## src/rtl/hazard_ctrl_pkg.sv

```systemverilog
// Shared decode definitions for the hazard controller: opcodes, FSM states,
// instruction field slices and per-opcode register-usage classification.
package hazard_ctrl_pkg;

    typedef enum logic [3:0] {
        OP_ADD    = 4'd0,
        OP_SUB    = 4'd1,
        OP_XOR    = 4'd2,
        OP_RED    = 4'd3,
        OP_SLL    = 4'd4,
        OP_SRA    = 4'd5,
        OP_ROR    = 4'd6,
        OP_PADDSB = 4'd7,
        OP_LW     = 4'd8,
        OP_SW     = 4'd9,
        OP_LLB    = 4'd10,
        OP_LHB    = 4'd11,
        OP_B      = 4'd12,
        OP_BR     = 4'd13,
        OP_PCS    = 4'd14,
        OP_HLT    = 4'd15
    } opcode_t;

    typedef enum logic [1:0] {
        ST_RUN    = 2'd0,
        ST_DSTALL = 2'd1,
        ST_HALTED = 2'd2
    } hc_state_t;

    typedef struct packed {
        opcode_t    op;
        logic [3:0] rd;
        logic [3:0] rs;
        logic [3:0] rt;
        logic       dest;     // writes a register other than R0
        logic       flag_set;
        logic       use_rs;
        logic       use_rt;
        logic       use_rd;
    } dec_t;

    function automatic opcode_t f_op(input logic [15:0] inst);
        return opcode_t'(inst[15:12]);
    endfunction

    function automatic logic [3:0] f_rd(input logic [15:0] inst);
        return inst[11:8];
    endfunction

    function automatic logic [3:0] f_rs(input logic [15:0] inst);
        return inst[7:4];
    endfunction

    function automatic logic [3:0] f_rt(input logic [15:0] inst);
        return inst[3:0];
    endfunction

    function automatic logic is_writer(input opcode_t op);
        return !(op inside {OP_SW, OP_B, OP_BR, OP_HLT});
    endfunction

    function automatic logic is_flagset(input opcode_t op);
        return op inside {OP_ADD, OP_SUB, OP_XOR, OP_SLL, OP_SRA, OP_ROR};
    endfunction

    function automatic logic reads_rs(input opcode_t op);
        return op inside {OP_ADD, OP_SUB, OP_XOR, OP_RED, OP_PADDSB,
                          OP_SLL, OP_SRA, OP_ROR, OP_LW, OP_SW, OP_BR};
    endfunction

    function automatic logic reads_rt(input opcode_t op);
        return op inside {OP_ADD, OP_SUB, OP_XOR, OP_RED, OP_PADDSB};
    endfunction

    function automatic logic reads_rd(input opcode_t op);
        return op inside {OP_SW, OP_LLB, OP_LHB};
    endfunction

endpackage

```

## src/rtl/hazard_ctrl_if.sv

```systemverilog
// Pipeline-side view of the hazard controller: stage instructions and
// resolution/miss inputs in, register enables, flushes and counters out.
interface hazard_ctrl_if #(
    parameter int unsigned CNT_W = 16
);
    logic [15:0]      ifid_inst;
    logic             ifid_valid;
    logic [15:0]      idex_inst;
    logic             idex_valid;
    logic [15:0]      exmem_inst;
    logic             exmem_valid;
    logic             branch_taken;
    logic             icache_stall;
    logic             dcache_stall;
    logic             pc_write;
    logic             ifid_write;
    logic             idex_write;
    logic             ifid_flush;
    logic             idex_flush;
    logic             halted;
    logic [CNT_W-1:0] stall_cnt;
    logic [CNT_W-1:0] flush_cnt;

    modport master (
        output ifid_inst, ifid_valid, idex_inst, idex_valid, exmem_inst, exmem_valid,
               branch_taken, icache_stall, dcache_stall,
        input  pc_write, ifid_write, idex_write, ifid_flush, idex_flush, halted,
               stall_cnt, flush_cnt
    );

    modport slave (
        input  ifid_inst, ifid_valid, idex_inst, idex_valid, exmem_inst, exmem_valid,
               branch_taken, icache_stall, dcache_stall,
        output pc_write, ifid_write, idex_write, ifid_flush, idex_flush, halted,
               stall_cnt, flush_cnt
    );
endinterface

```

## src/rtl/hazard_ctrl_hz_decode.sv

```systemverilog
// Combinational source/destination decode of a single pipeline instruction.
module hz_decode
    import hazard_ctrl_pkg::*;
(
    input  logic [15:0] inst,
    output dec_t        dec
);
    always_comb begin
        dec          = '0;
        dec.op       = f_op(inst);
        dec.rd       = f_rd(inst);
        dec.rs       = f_rs(inst);
        dec.rt       = f_rt(inst);
        dec.dest     = is_writer(dec.op) && (dec.rd != '0);
        dec.flag_set = is_flagset(dec.op);
        dec.use_rs   = reads_rs(dec.op);
        dec.use_rt   = reads_rt(dec.op);
        dec.use_rd   = reads_rd(dec.op);
    end
endmodule

```

## src/rtl/hazard_ctrl_sat_counter.sv

```systemverilog
// Event counter that sticks at all-ones instead of wrapping.
module sat_counter #(
    parameter int unsigned W = 16
) (
    input  logic         clk,
    input  logic         rst,
    input  logic         inc,
    output logic [W-1:0] count
);
    always_ff @(posedge clk) begin
        if (rst)
            count <= '0;
        else if (inc && (count != '1))
            count <= count + 1'b1;
    end
endmodule

```

## src/rtl/hazard_ctrl.sv

```systemverilog
// Hazard/stall controller for the 5-stage core: load-use and branch-operand
// stalls, taken-branch flush, data-miss freeze, halt, and stall/flush counters.
module hazard_ctrl
    import hazard_ctrl_pkg::*;
#(
    parameter int unsigned CNT_W = 16
) (
    input  logic         clk,
    input  logic         rst,
    hazard_ctrl_if.slave bus
);
    dec_t       id_d;
    dec_t       ex_d;
    dec_t       mem_d;
    hc_state_t  state;
    logic       pend_br;
    logic       halted_q;
    logic       lu;
    logic       bf;
    logic       brr;
    logic       haz;
    logic       br_flush;
    logic       halt_go;
    logic       stall_evt;
    logic       flush_evt;
    logic [CNT_W-1:0] stall_q;
    logic [CNT_W-1:0] flush_q;
    logic       unused_ok;

    hz_decode u_dec_id  (.inst(bus.ifid_inst),  .dec(id_d));
    hz_decode u_dec_ex  (.inst(bus.idex_inst),  .dec(ex_d));
    hz_decode u_dec_mem (.inst(bus.exmem_inst), .dec(mem_d));

    assign unused_ok = ^{id_d.dest, id_d.flag_set, ex_d.rs, ex_d.rt, ex_d.use_rs,
                         ex_d.use_rt, ex_d.use_rd, mem_d.rs, mem_d.rt, mem_d.dest,
                         mem_d.flag_set, mem_d.use_rs, mem_d.use_rt, mem_d.use_rd};

    // A store whose only overlap with the load is its data register (rd) gets
    // the value forwarded later, so rd only counts for non-store readers.
    always_comb begin
        lu  = bus.idex_valid && (ex_d.op == OP_LW) && (ex_d.rd != '0) &&
              ((id_d.use_rs && (id_d.rs == ex_d.rd)) ||
               (id_d.use_rt && (id_d.rt == ex_d.rd)) ||
               (id_d.use_rd && (id_d.op != OP_SW) && (id_d.rd == ex_d.rd)));
        bf  = bus.idex_valid && (id_d.op == OP_B) && ex_d.flag_set;
        brr = (id_d.op == OP_BR) && (id_d.rs != '0) &&
              ((bus.idex_valid && ex_d.dest && (ex_d.rd == id_d.rs)) ||
               (bus.exmem_valid && (mem_d.op == OP_LW) && (mem_d.rd == id_d.rs)));
        haz = bus.ifid_valid && (lu || bf || brr);
    end

    assign br_flush = bus.branch_taken || pend_br;
    assign halt_go  = (state != ST_HALTED) && !bus.dcache_stall && bus.ifid_valid &&
                      (id_d.op == OP_HLT) && !haz && !br_flush;

    always_comb begin
        bus.pc_write   = 1'b1;
        bus.ifid_write = 1'b1;
        bus.idex_write = 1'b1;
        bus.ifid_flush = 1'b0;
        bus.idex_flush = 1'b0;
        stall_evt      = 1'b0;
        flush_evt      = 1'b0;
        if (rst) begin
            stall_evt = 1'b0;
        end else if (bus.dcache_stall) begin
            bus.pc_write   = 1'b0;
            bus.ifid_write = 1'b0;
            bus.idex_write = 1'b0;
        end else if (state == ST_HALTED) begin
            bus.pc_write   = 1'b0;
            bus.ifid_flush = 1'b1;
        end else if (haz) begin
            bus.pc_write   = 1'b0;
            bus.ifid_write = 1'b0;
            bus.idex_flush = 1'b1;
            stall_evt      = 1'b1;
        end else if (br_flush) begin
            bus.ifid_flush = 1'b1;
            flush_evt      = 1'b1;
        end else if (bus.icache_stall) begin
            bus.pc_write   = 1'b0;
            bus.ifid_flush = 1'b1;
        end
    end

    // The cycle dcache_stall drops is evaluated as RUN, so DSTALL can exit
    // straight to HALTED when a HLT is waiting in ID.
    always_ff @(posedge clk) begin
        if (rst) begin
            state    <= ST_RUN;
            pend_br  <= 1'b0;
            halted_q <= 1'b0;
        end else if (state != ST_HALTED) begin
            if (bus.dcache_stall) begin
                state <= ST_DSTALL;
                if (bus.branch_taken && !haz)
                    pend_br <= 1'b1;
            end else begin
                if (flush_evt)
                    pend_br <= 1'b0;
                if (halt_go) begin
                    state    <= ST_HALTED;
                    halted_q <= 1'b1;
                end else begin
                    state <= ST_RUN;
                end
            end
        end
    end

    sat_counter #(.W(CNT_W)) u_stall_cnt (.clk(clk), .rst(rst), .inc(stall_evt), .count(stall_q));
    sat_counter #(.W(CNT_W)) u_flush_cnt (.clk(clk), .rst(rst), .inc(flush_evt), .count(flush_q));

    assign bus.stall_cnt = stall_q;
    assign bus.flush_cnt = flush_q;
    assign bus.halted    = halted_q;
endmodule

```

## src/flat_wrapper.sv

```systemverilog
// flat-port wrapper written by rule: the top's interface ports become plain ports
module hazard_ctrl_flat import hazard_ctrl_pkg::*;
#(
    parameter int unsigned CNT_W = 16
)
  (clk, rst, bus_ifid_inst, bus_ifid_valid, bus_idex_inst, bus_idex_valid, bus_exmem_inst, bus_exmem_valid, bus_branch_taken, bus_icache_stall, bus_dcache_stall, bus_pc_write, bus_ifid_write, bus_idex_write, bus_ifid_flush, bus_idex_flush, bus_halted, bus_stall_cnt, bus_flush_cnt);
  hazard_ctrl_if #(.CNT_W(CNT_W)) bus_i ();
  input  logic clk;
  input  logic rst;
  input wire logic [$bits(bus_i.ifid_inst)-1:0] bus_ifid_inst;
  input wire logic [$bits(bus_i.ifid_valid)-1:0] bus_ifid_valid;
  input wire logic [$bits(bus_i.idex_inst)-1:0] bus_idex_inst;
  input wire logic [$bits(bus_i.idex_valid)-1:0] bus_idex_valid;
  input wire logic [$bits(bus_i.exmem_inst)-1:0] bus_exmem_inst;
  input wire logic [$bits(bus_i.exmem_valid)-1:0] bus_exmem_valid;
  input wire logic [$bits(bus_i.branch_taken)-1:0] bus_branch_taken;
  input wire logic [$bits(bus_i.icache_stall)-1:0] bus_icache_stall;
  input wire logic [$bits(bus_i.dcache_stall)-1:0] bus_dcache_stall;
  output wire logic [$bits(bus_i.pc_write)-1:0] bus_pc_write;
  output wire logic [$bits(bus_i.ifid_write)-1:0] bus_ifid_write;
  output wire logic [$bits(bus_i.idex_write)-1:0] bus_idex_write;
  output wire logic [$bits(bus_i.ifid_flush)-1:0] bus_ifid_flush;
  output wire logic [$bits(bus_i.idex_flush)-1:0] bus_idex_flush;
  output wire logic [$bits(bus_i.halted)-1:0] bus_halted;
  output wire logic [$bits(bus_i.stall_cnt)-1:0] bus_stall_cnt;
  output wire logic [$bits(bus_i.flush_cnt)-1:0] bus_flush_cnt;
  assign bus_i.ifid_inst = bus_ifid_inst;
  assign bus_i.ifid_valid = bus_ifid_valid;
  assign bus_i.idex_inst = bus_idex_inst;
  assign bus_i.idex_valid = bus_idex_valid;
  assign bus_i.exmem_inst = bus_exmem_inst;
  assign bus_i.exmem_valid = bus_exmem_valid;
  assign bus_i.branch_taken = bus_branch_taken;
  assign bus_i.icache_stall = bus_icache_stall;
  assign bus_i.dcache_stall = bus_dcache_stall;
  assign bus_pc_write = bus_i.pc_write;
  assign bus_ifid_write = bus_i.ifid_write;
  assign bus_idex_write = bus_i.idex_write;
  assign bus_ifid_flush = bus_i.ifid_flush;
  assign bus_idex_flush = bus_i.idex_flush;
  assign bus_halted = bus_i.halted;
  assign bus_stall_cnt = bus_i.stall_cnt;
  assign bus_flush_cnt = bus_i.flush_cnt;
  hazard_ctrl #(.CNT_W(CNT_W)) u_core (.clk(clk), .rst(rst), .bus(bus_i));
endmodule
```

## config.mk

```make
export PLATFORM = sky130hd
export DESIGN_NAME = hazard_ctrl_flat
export DESIGN_NICKNAME = d
export VERILOG_FILES = /design/src/rtl/hazard_ctrl_pkg.sv /design/src/rtl/hazard_ctrl_if.sv /design/src/rtl/hazard_ctrl_hz_decode.sv /design/src/rtl/hazard_ctrl_sat_counter.sv /design/src/rtl/hazard_ctrl.sv /design/src/flat_wrapper.sv
export SDC_FILE = /design/constraint.sdc
export NUM_CORES = 1
export LEC_CHECK = 0
export ABC_CLOCK_PERIOD_IN_PS = 4150
export CAP_MARGIN = 25
export CORE_ASPECT_RATIO = 1.2
export CORE_MARGIN = 2
export CORE_UTILIZATION = 45
export CTS_BUF_LIST = sky130_fd_sc_hd__clkbuf_4 sky130_fd_sc_hd__clkbuf_8 sky130_fd_sc_hd__clkbuf_16
export CTS_CLUSTER_DIAMETER = 100
export CTS_CLUSTER_SIZE = 28
export DETAILED_ROUTE_END_ITERATION = 8
export GPL_ROUTABILITY_DRIVEN = 0
export PLACE_DENSITY = 0.87
export REMOVE_ABC_BUFFERS = 1
export SLEW_MARGIN = 20
export SYNTH_ARGS = -nofsm -noshare
export SYNTH_HDL_FRONTEND = slang
export SYNTH_SLANG_ARGS = --single-unit
```

## constraint.sdc

```tcl
create_clock -name clk -period 4.15 [get_ports clk]
set_input_delay 0.415 -clock clk [delete_from_list [all_inputs] [get_ports clk]]
set_output_delay 0.415 -clock clk [all_outputs]
set_load 0.01 [all_outputs]
```

# Word level (Yosys, flattened, before mapping)
# Index checks and enable logic that the tools add are counted.
# word_totals
regBits	36
input_bits	56
output_inout_bits	38
elab_cells	123
# op_classes
n_addsub	2
eq_ne	36
n_mux	32
bitwise	1
reduce_logical	47
# op_table
op	count
equality test 4 bit, second input constant	13
adder 16 x 1 -> 16 bit, second input constant	2
inequality test 16 bit, second input constant	2
two-way mux 1 bit	30
equality test 4 x 3 -> 1 bit, second input constant	7
logical AND 1 bit	25
equality test 4 bit	5
equality test 4 x 2 -> 1 bit, second input constant	3
nonzero test 4 bit	3
nonzero test 11 bit	1
equality test 4 x 1 -> 1 bit, second input constant	2
zero test 4 bit	2
logical OR 1 bit	6
AND reduction 3 bit	2
nonzero test 6 bit	1
nonzero test 5 bit	1
zero test 1 bit	4
two-way mux 2 bit	2
inequality test 4 bit, second input constant	1
nonzero test 3 bit	1
equality test 2 bit, second input constant	1
inequality test 2 x 1 -> 1 bit, second input constant	1
inequality test 2 bit, second input constant	1
nonzero test 2 bit	1
NOT 1 bit	1

# Logic depth before layout (Yosys ltp)
# logic_depth
ltp_word	16
mapped_depth	9
depth_no_buf	8

# Hierarchy
# Synthesis repeated with hierarchy kept, for this count alone.
# unflattened
cells_unflattened	354
area_unflattened_um2	2802.7
# by_module_without_submodules
module	instances	cells_each	area_each_um2
sat_counter	2	99	848.3
hz_decode	3	27	186.4
hazard_ctrl	1	75	546.8

# Worst setup path before layout
# Ideal clock, no wire load.
# synth_path
kind	in2out
start	in bus_idex_inst[12]
end	out bus_idex_flush
arrival_time_ps	2030
setup_slack_ps	1705
stages	7
path_buffers	1
path_cell_list	nor2_1 o21ai_0 a2111o_1 a311oi_4 nor2_4 buf_2 nor3_1
# synth_between
elab_chain_cells	14
# synth_lines
element	line_no	source
start, declared	flat_wrapper.sv:12	input wire logic [$bits(bus_i.idex_inst)-1:0] bus_idex_inst;
equality test 4 bit, on equally long branches	--	
nonzero test 4 bit	hazard_ctrl_pkg.sv:59	return !(op inside {OP_SW, OP_B, OP_BR, OP_HLT});
zero test 1 bit	hazard_ctrl_pkg.sv:59	
logical AND 1 bit	hazard_ctrl_hz_decode.sv:14	dec.dest = is_writer(dec.op) && (dec.rd != '0);
logical AND 1 bit (2 in a row)	hazard_ctrl.sv:47	((bus.idex_valid && ex_d.dest && (ex_d.rd == id_d.rs)) ||
logical OR 1 bit	hazard_ctrl.sv:47	
logical AND 1 bit	hazard_ctrl.sv:46	brr = (id_d.op == OP_BR) && (id_d.rs != '0) &&
logical OR 1 bit *	hazard_ctrl.sv:49	haz = bus.ifid_valid && (lu || bf || brr);
logical AND 1 bit *	hazard_ctrl.sv:49	
two-way mux 1 bit *	hazard_ctrl.sv:73	end else if (haz) begin
two-way mux 1 bit *	hazard_ctrl.sv:70	end else if (state == ST_HALTED) begin
two-way mux 1 bit *	hazard_ctrl.sv:66	end else if (bus.dcache_stall) begin
two-way mux 1 bit *	hazard_ctrl.sv:64	if (rst) begin
end, declared	flat_wrapper.sv:23	output wire logic [$bits(bus_i.idex_flush)-1:0] bus_idex_flush;
# Mark *: on every way between the ends. The rest lies on a longest branch, timed or not.

# Worst setup path after layout
# layout_path
start	in bus_idex_inst[8]
end	out bus_ifid_flush
# layout_between
elab_chain_cells	12
# layout_lines
element	line_no	source
equality test 4 bit, or another cell as far along	hazard_ctrl.sv:42, hazard_ctrl.sv:47	
logical AND 1 bit, on equally long branches	hazard_ctrl.sv:42, hazard_ctrl_hz_decode.sv:14, hazard_ctrl.sv:43	
logical OR 1 bit or logical AND 1 bit (tied branches)	hazard_ctrl.sv:42, hazard_ctrl.sv:47	
logical OR 1 bit or logical AND 1 bit (tied branches)	hazard_ctrl.sv:43, hazard_ctrl.sv:47	
logical AND 1 bit or logical OR 1 bit (tied branches)	hazard_ctrl.sv:41, hazard_ctrl.sv:47	
logical OR 1 bit or logical AND 1 bit (tied branches)	hazard_ctrl.sv:49, hazard_ctrl.sv:46	
logical OR 1 bit *	hazard_ctrl.sv:49	
logical AND 1 bit *	hazard_ctrl.sv:49	
two-way mux 1 bit *	hazard_ctrl.sv:73	
two-way mux 1 bit *	hazard_ctrl.sv:70	
two-way mux 1 bit *	hazard_ctrl.sv:66	
two-way mux 1 bit *	hazard_ctrl.sv:64	
end, declared	flat_wrapper.sv:22	output wire logic [$bits(bus_i.ifid_flush)-1:0] bus_ifid_flush;
# Marks and branches as above.

==> impl_summary.md <==
Timing
After layout, the worst path uses 84.9% of the clock period. The setup skew after layout is 9.25 ps. The worst-case headroom to the max-slew limit is ~27%. Static timing analysis puts the maximum clock frequency at 284 MHz. The final max-slew violation count came to 0. Subtracting the final worst setup slack from the clock period gives between 3000 and 4000 ps.

After routing, the total negative slack on setup checks comes to 0 ps. The hold violation total from the final report is 0. Setup repair after global routing left no endpoint under its margin. Setup violations remaining at the end of the flow were counted as 0. At the pin with the least slew margin, the transition time is 1080 ps.

Die
Once the floorplan was initialized, standard cells occupied between 40% and 50% of the core. In this run the count of I/O pins placed on the die edge is 94. In this run the vertical extent of the chip is between 70 and 80 um.

The width of the die is ~65 um. The total core area is 4290 um^2. After floorplanning, the core was divided into 26 placement rows. The full die area is between 5000 and 6000 um^2.

Power and ir drop
For this design the ratio of total power to cell area is about 240 nW/um^2. Across the VDD grid, the largest voltage drop is a little under 200 uV. Power comes to between 0.6 and 0.7 mW. The analysis attributes to cell leakage a power of slightly above 1 nW.

Placement
The number of input and output port buffers inserted is between 70 and 80. The final HPWL from detailed placement is ~3.8 mm.

Worst setup path
Data on the critical path is required at its endpoint by between 3000 and 4000 ps. The sort of element at the start of the critical path is an input port. The worst setup path is of the in2out kind. STA puts the critical path data arrival time at just over 3000 ps.

In this run the worst path has a maximum fanout of 17. The endpoint class of the critical path is a primary output.

GRT
The first global-routing pass estimated 8.31 mm of wire. The initial antenna violation count was 0. The leftover overflow at the end of global routing is 0. The combined global-route utilization of all metal layers is about a fifth.

The maximum number of pins on one net before global-route repair is 44. The via count of the first global-routing pass came to about 2000.

Logic synthesis
The fraction of synthesized area in multiplexers is between 2 and 3%. Summing the areas of all and, or, nand and nor instances in the mapped netlist gives 33.0% of the synthesized area. The synthesis warning total is 0. Summing the areas of all xor and xnor instances in the mapped netlist gives between 10% and 20% of the synthesized area.

The area share of fa/ha/maj cells after synthesis is around 1.2%. Dividing the synthesized area by the synthesized cell count gives about 8.3 um^2. Counting flops and latches in the post-synthesis netlist gives 36. The synthesized netlist devotes 9.81% of its cell area to compound gates. Summing every instance area after synthesis gives approximately 2000 um^2.

The distinct cell type count after synthesis is 41. The leading register cell type out of synthesis is sky130_fd_sc_hd__dfxtp_1. The most numerous cell in the Yosys netlist is sky130_fd_sc_hd__dfxtp_1.

The top cell type's share of synthesized area is a little over a third. Sorting the synthesized cells by area gives the leading types as sky130_fd_sc_hd__dfxtp_1, sky130_fd_sc_hd__xnor2_1, sky130_fd_sc_hd__nor2_1. In the synthesized netlist the async set-or-reset flop fraction comes to 0%. In this run, synthesis inferred 0 flip-flops with an integrated enable. The sequential-to-total area share from yosys stat is 35.3%.

Of all cell types, the one taking the most synthesized area is sky130_fd_sc_hd__dfxtp_1. The commonest cells after synthesis are sky130_fd_sc_hd__dfxtp_1, sky130_fd_sc_hd__nor2_1, sky130_fd_sc_hd__xnor2_1. The number of instances in the synthesized netlist is ~250. By area, the combinational part of the netlist is dominated by simple AND/OR/NAND/NOR gates.

CTS
At the later pin of the worst-skew pair, clock insertion delay measures 300 ps. Counting every sink on the clock net gives 36. Clock tree synthesis inserted a total of 5 buffers. The number of setup buffers added after CTS is 0. The cell sitting at the root of the clock tree is a sky130_fd_sc_hd__clkbuf_8. In this run, post-CTS hold repair placed 0 buffers.

No sink is reached through more buffers than the 2 on the longest clock path. The H-tree was split into 2 levels. After clock tree synthesis, the clock-pin slew on the worst setup and hold paths is roughly 70 ps. TritonCTS built the clock tree. Post-CTS repair changed the size of 0 cells.

Route
The number of detailed-route iterations in the first pass is 4. For this block, the via count after detailed routing is 2065. Dividing the detail-routed wire length by the instance count gives between 10 and 15 um.

The detailed router finished its first iteration with roughly 110 violations. Summed over all layers, the routed wires come to 4.94 mm. The total DRC errors in the routed layout is 0. The number of routed nets with antenna violations is 0. Dividing the detail-routed via count by the number of cells gives approximately 5.4.

Outcome
The run finished with clean final reports.

Finish
In the final layout, the share of cells above drive strength 1 is under 10%. 0 antenna diodes ended up in the layout. The growth of design area from synthesis to finish is 44.7%. The post-layout net count is ~380.

The utilization after layout is between 60 and 70%.

Job
Across the run, the number of max-cap violations was 0.

Hold path
The min-delay analysis places its worst path in the category reg2reg.
[final timing paths]
path	depth (start not counted)	end	start	slack, ps
worst max-delay path	8	bus_ifid_flush	bus_idex_inst[8]	630
worst min register to register	2	u_core.bus.halted	u_core.bus.halted	480
worst min-delay path	2	u_core.bus.halted	u_core.bus.halted	480
worst max register to register	8	u_core.u_flush_cnt.count[14]	u_core.u_flush_cnt.count[3]	1620
[worst max-delay path, cell delays in order]
cell	delay, ps
sky130_fd_sc_hd__clkdlybuf4s50_1	500
sky130_fd_sc_hd__o41ai_1	530
sky130_fd_sc_hd__a2111o_1	210
sky130_fd_sc_hd__a311oi_4	150
sky130_fd_sc_hd__nor2_4	340
sky130_fd_sc_hd__o31ai_1	130
sky130_fd_sc_hd__a211oi_1	240
sky130_fd_sc_hd__clkdlybuf4s50_1	580
[cell families after synthesis]
family	count (synthesis)
compound gates	27
xor+xnor	38
fa+ha+maj	2
buf+inv	9
flops	36
mux	5
simple gates	128
[routing by layer]
layer / vias to the layer above / share of wire, % / GRT usage [%]
met2: 69 / 53 / 37.6
met5: - / 0 / 0
met4: 0 / 1.7 / 8.75
li1: 1022 / - / -
met1: 967 / 38 / 21.8
met3: 7 / 6.8 / 6.67
[flip-flops by register name (all words and copies together), names as in the netlist]
signal                    count
u_core.u_flush_cnt.count     16
u_core.u_stall_cnt.count     16
u_core.pend_br                1
u_core.state                  2
u_core.bus.halted             1
[report_power, final]
part | switching, mW | internal, mW
logic | 0.0404 | 0.0573
clock network | 0.131 | 0.117
registers | 0.00181 | 0.347
total | 0.173 | 0.521
[per-stage QoR]
stage / hold slack (ps) / cell area, um^2 / worst slack, ps / instances
finish: 476 / 2950 / 626 / 380
global route: 530 / 2950 / 394 / 380
CTS: 484 / 2950 / 594 / 380
detailed placement: 467 / 2870 / 600 / 372
global placement: 456 / 2870 / 626 / 372
floorplan: 466 / 2010 / 1770 / 237
[cell type report]
class	instances	area [um^2]
Timing Repair Buffer	79	786
Sequential cell	36	721
Inverter	1	3.75
Tap cell	56	70.1
Clock inverter	3	18.8
Fill cell	369	1340
Multi-Input combinational cell	200	1280
Clock buffer	5	68.8
[placed cells by master (no fill, tap or decap), types with 2 or more instances in the layout]
cell / n
sky130_fd_sc_hd__a211oi_1: 2
sky130_fd_sc_hd__a21o_1: 2
sky130_fd_sc_hd__a21oi_1: 7
sky130_fd_sc_hd__and2_1: 2
sky130_fd_sc_hd__and3_1: 8
sky130_fd_sc_hd__and4_1: 4
sky130_fd_sc_hd__buf_4: 2
sky130_fd_sc_hd__clkbuf_8: 5
sky130_fd_sc_hd__clkdlybuf4s50_1: 77
sky130_fd_sc_hd__clkinv_2: 2
sky130_fd_sc_hd__dfxtp_1: 36
sky130_fd_sc_hd__ha_1: 2
sky130_fd_sc_hd__mux2i_1: 3
sky130_fd_sc_hd__nand2_1: 18
sky130_fd_sc_hd__nand2b_1: 5
sky130_fd_sc_hd__nand3_1: 15
sky130_fd_sc_hd__nand4_1: 9
sky130_fd_sc_hd__nor2_1: 33
sky130_fd_sc_hd__nor2b_1: 4
sky130_fd_sc_hd__nor3_1: 11
sky130_fd_sc_hd__nor4_1: 4
sky130_fd_sc_hd__nor4b_1: 3
sky130_fd_sc_hd__o21ai_0: 5
sky130_fd_sc_hd__o31ai_1: 2
sky130_fd_sc_hd__o41ai_1: 2
sky130_fd_sc_hd__or3_1: 7
sky130_fd_sc_hd__xnor2_1: 25
sky130_fd_sc_hd__xor2_1: 13
(Power assumes the default switching activity.)
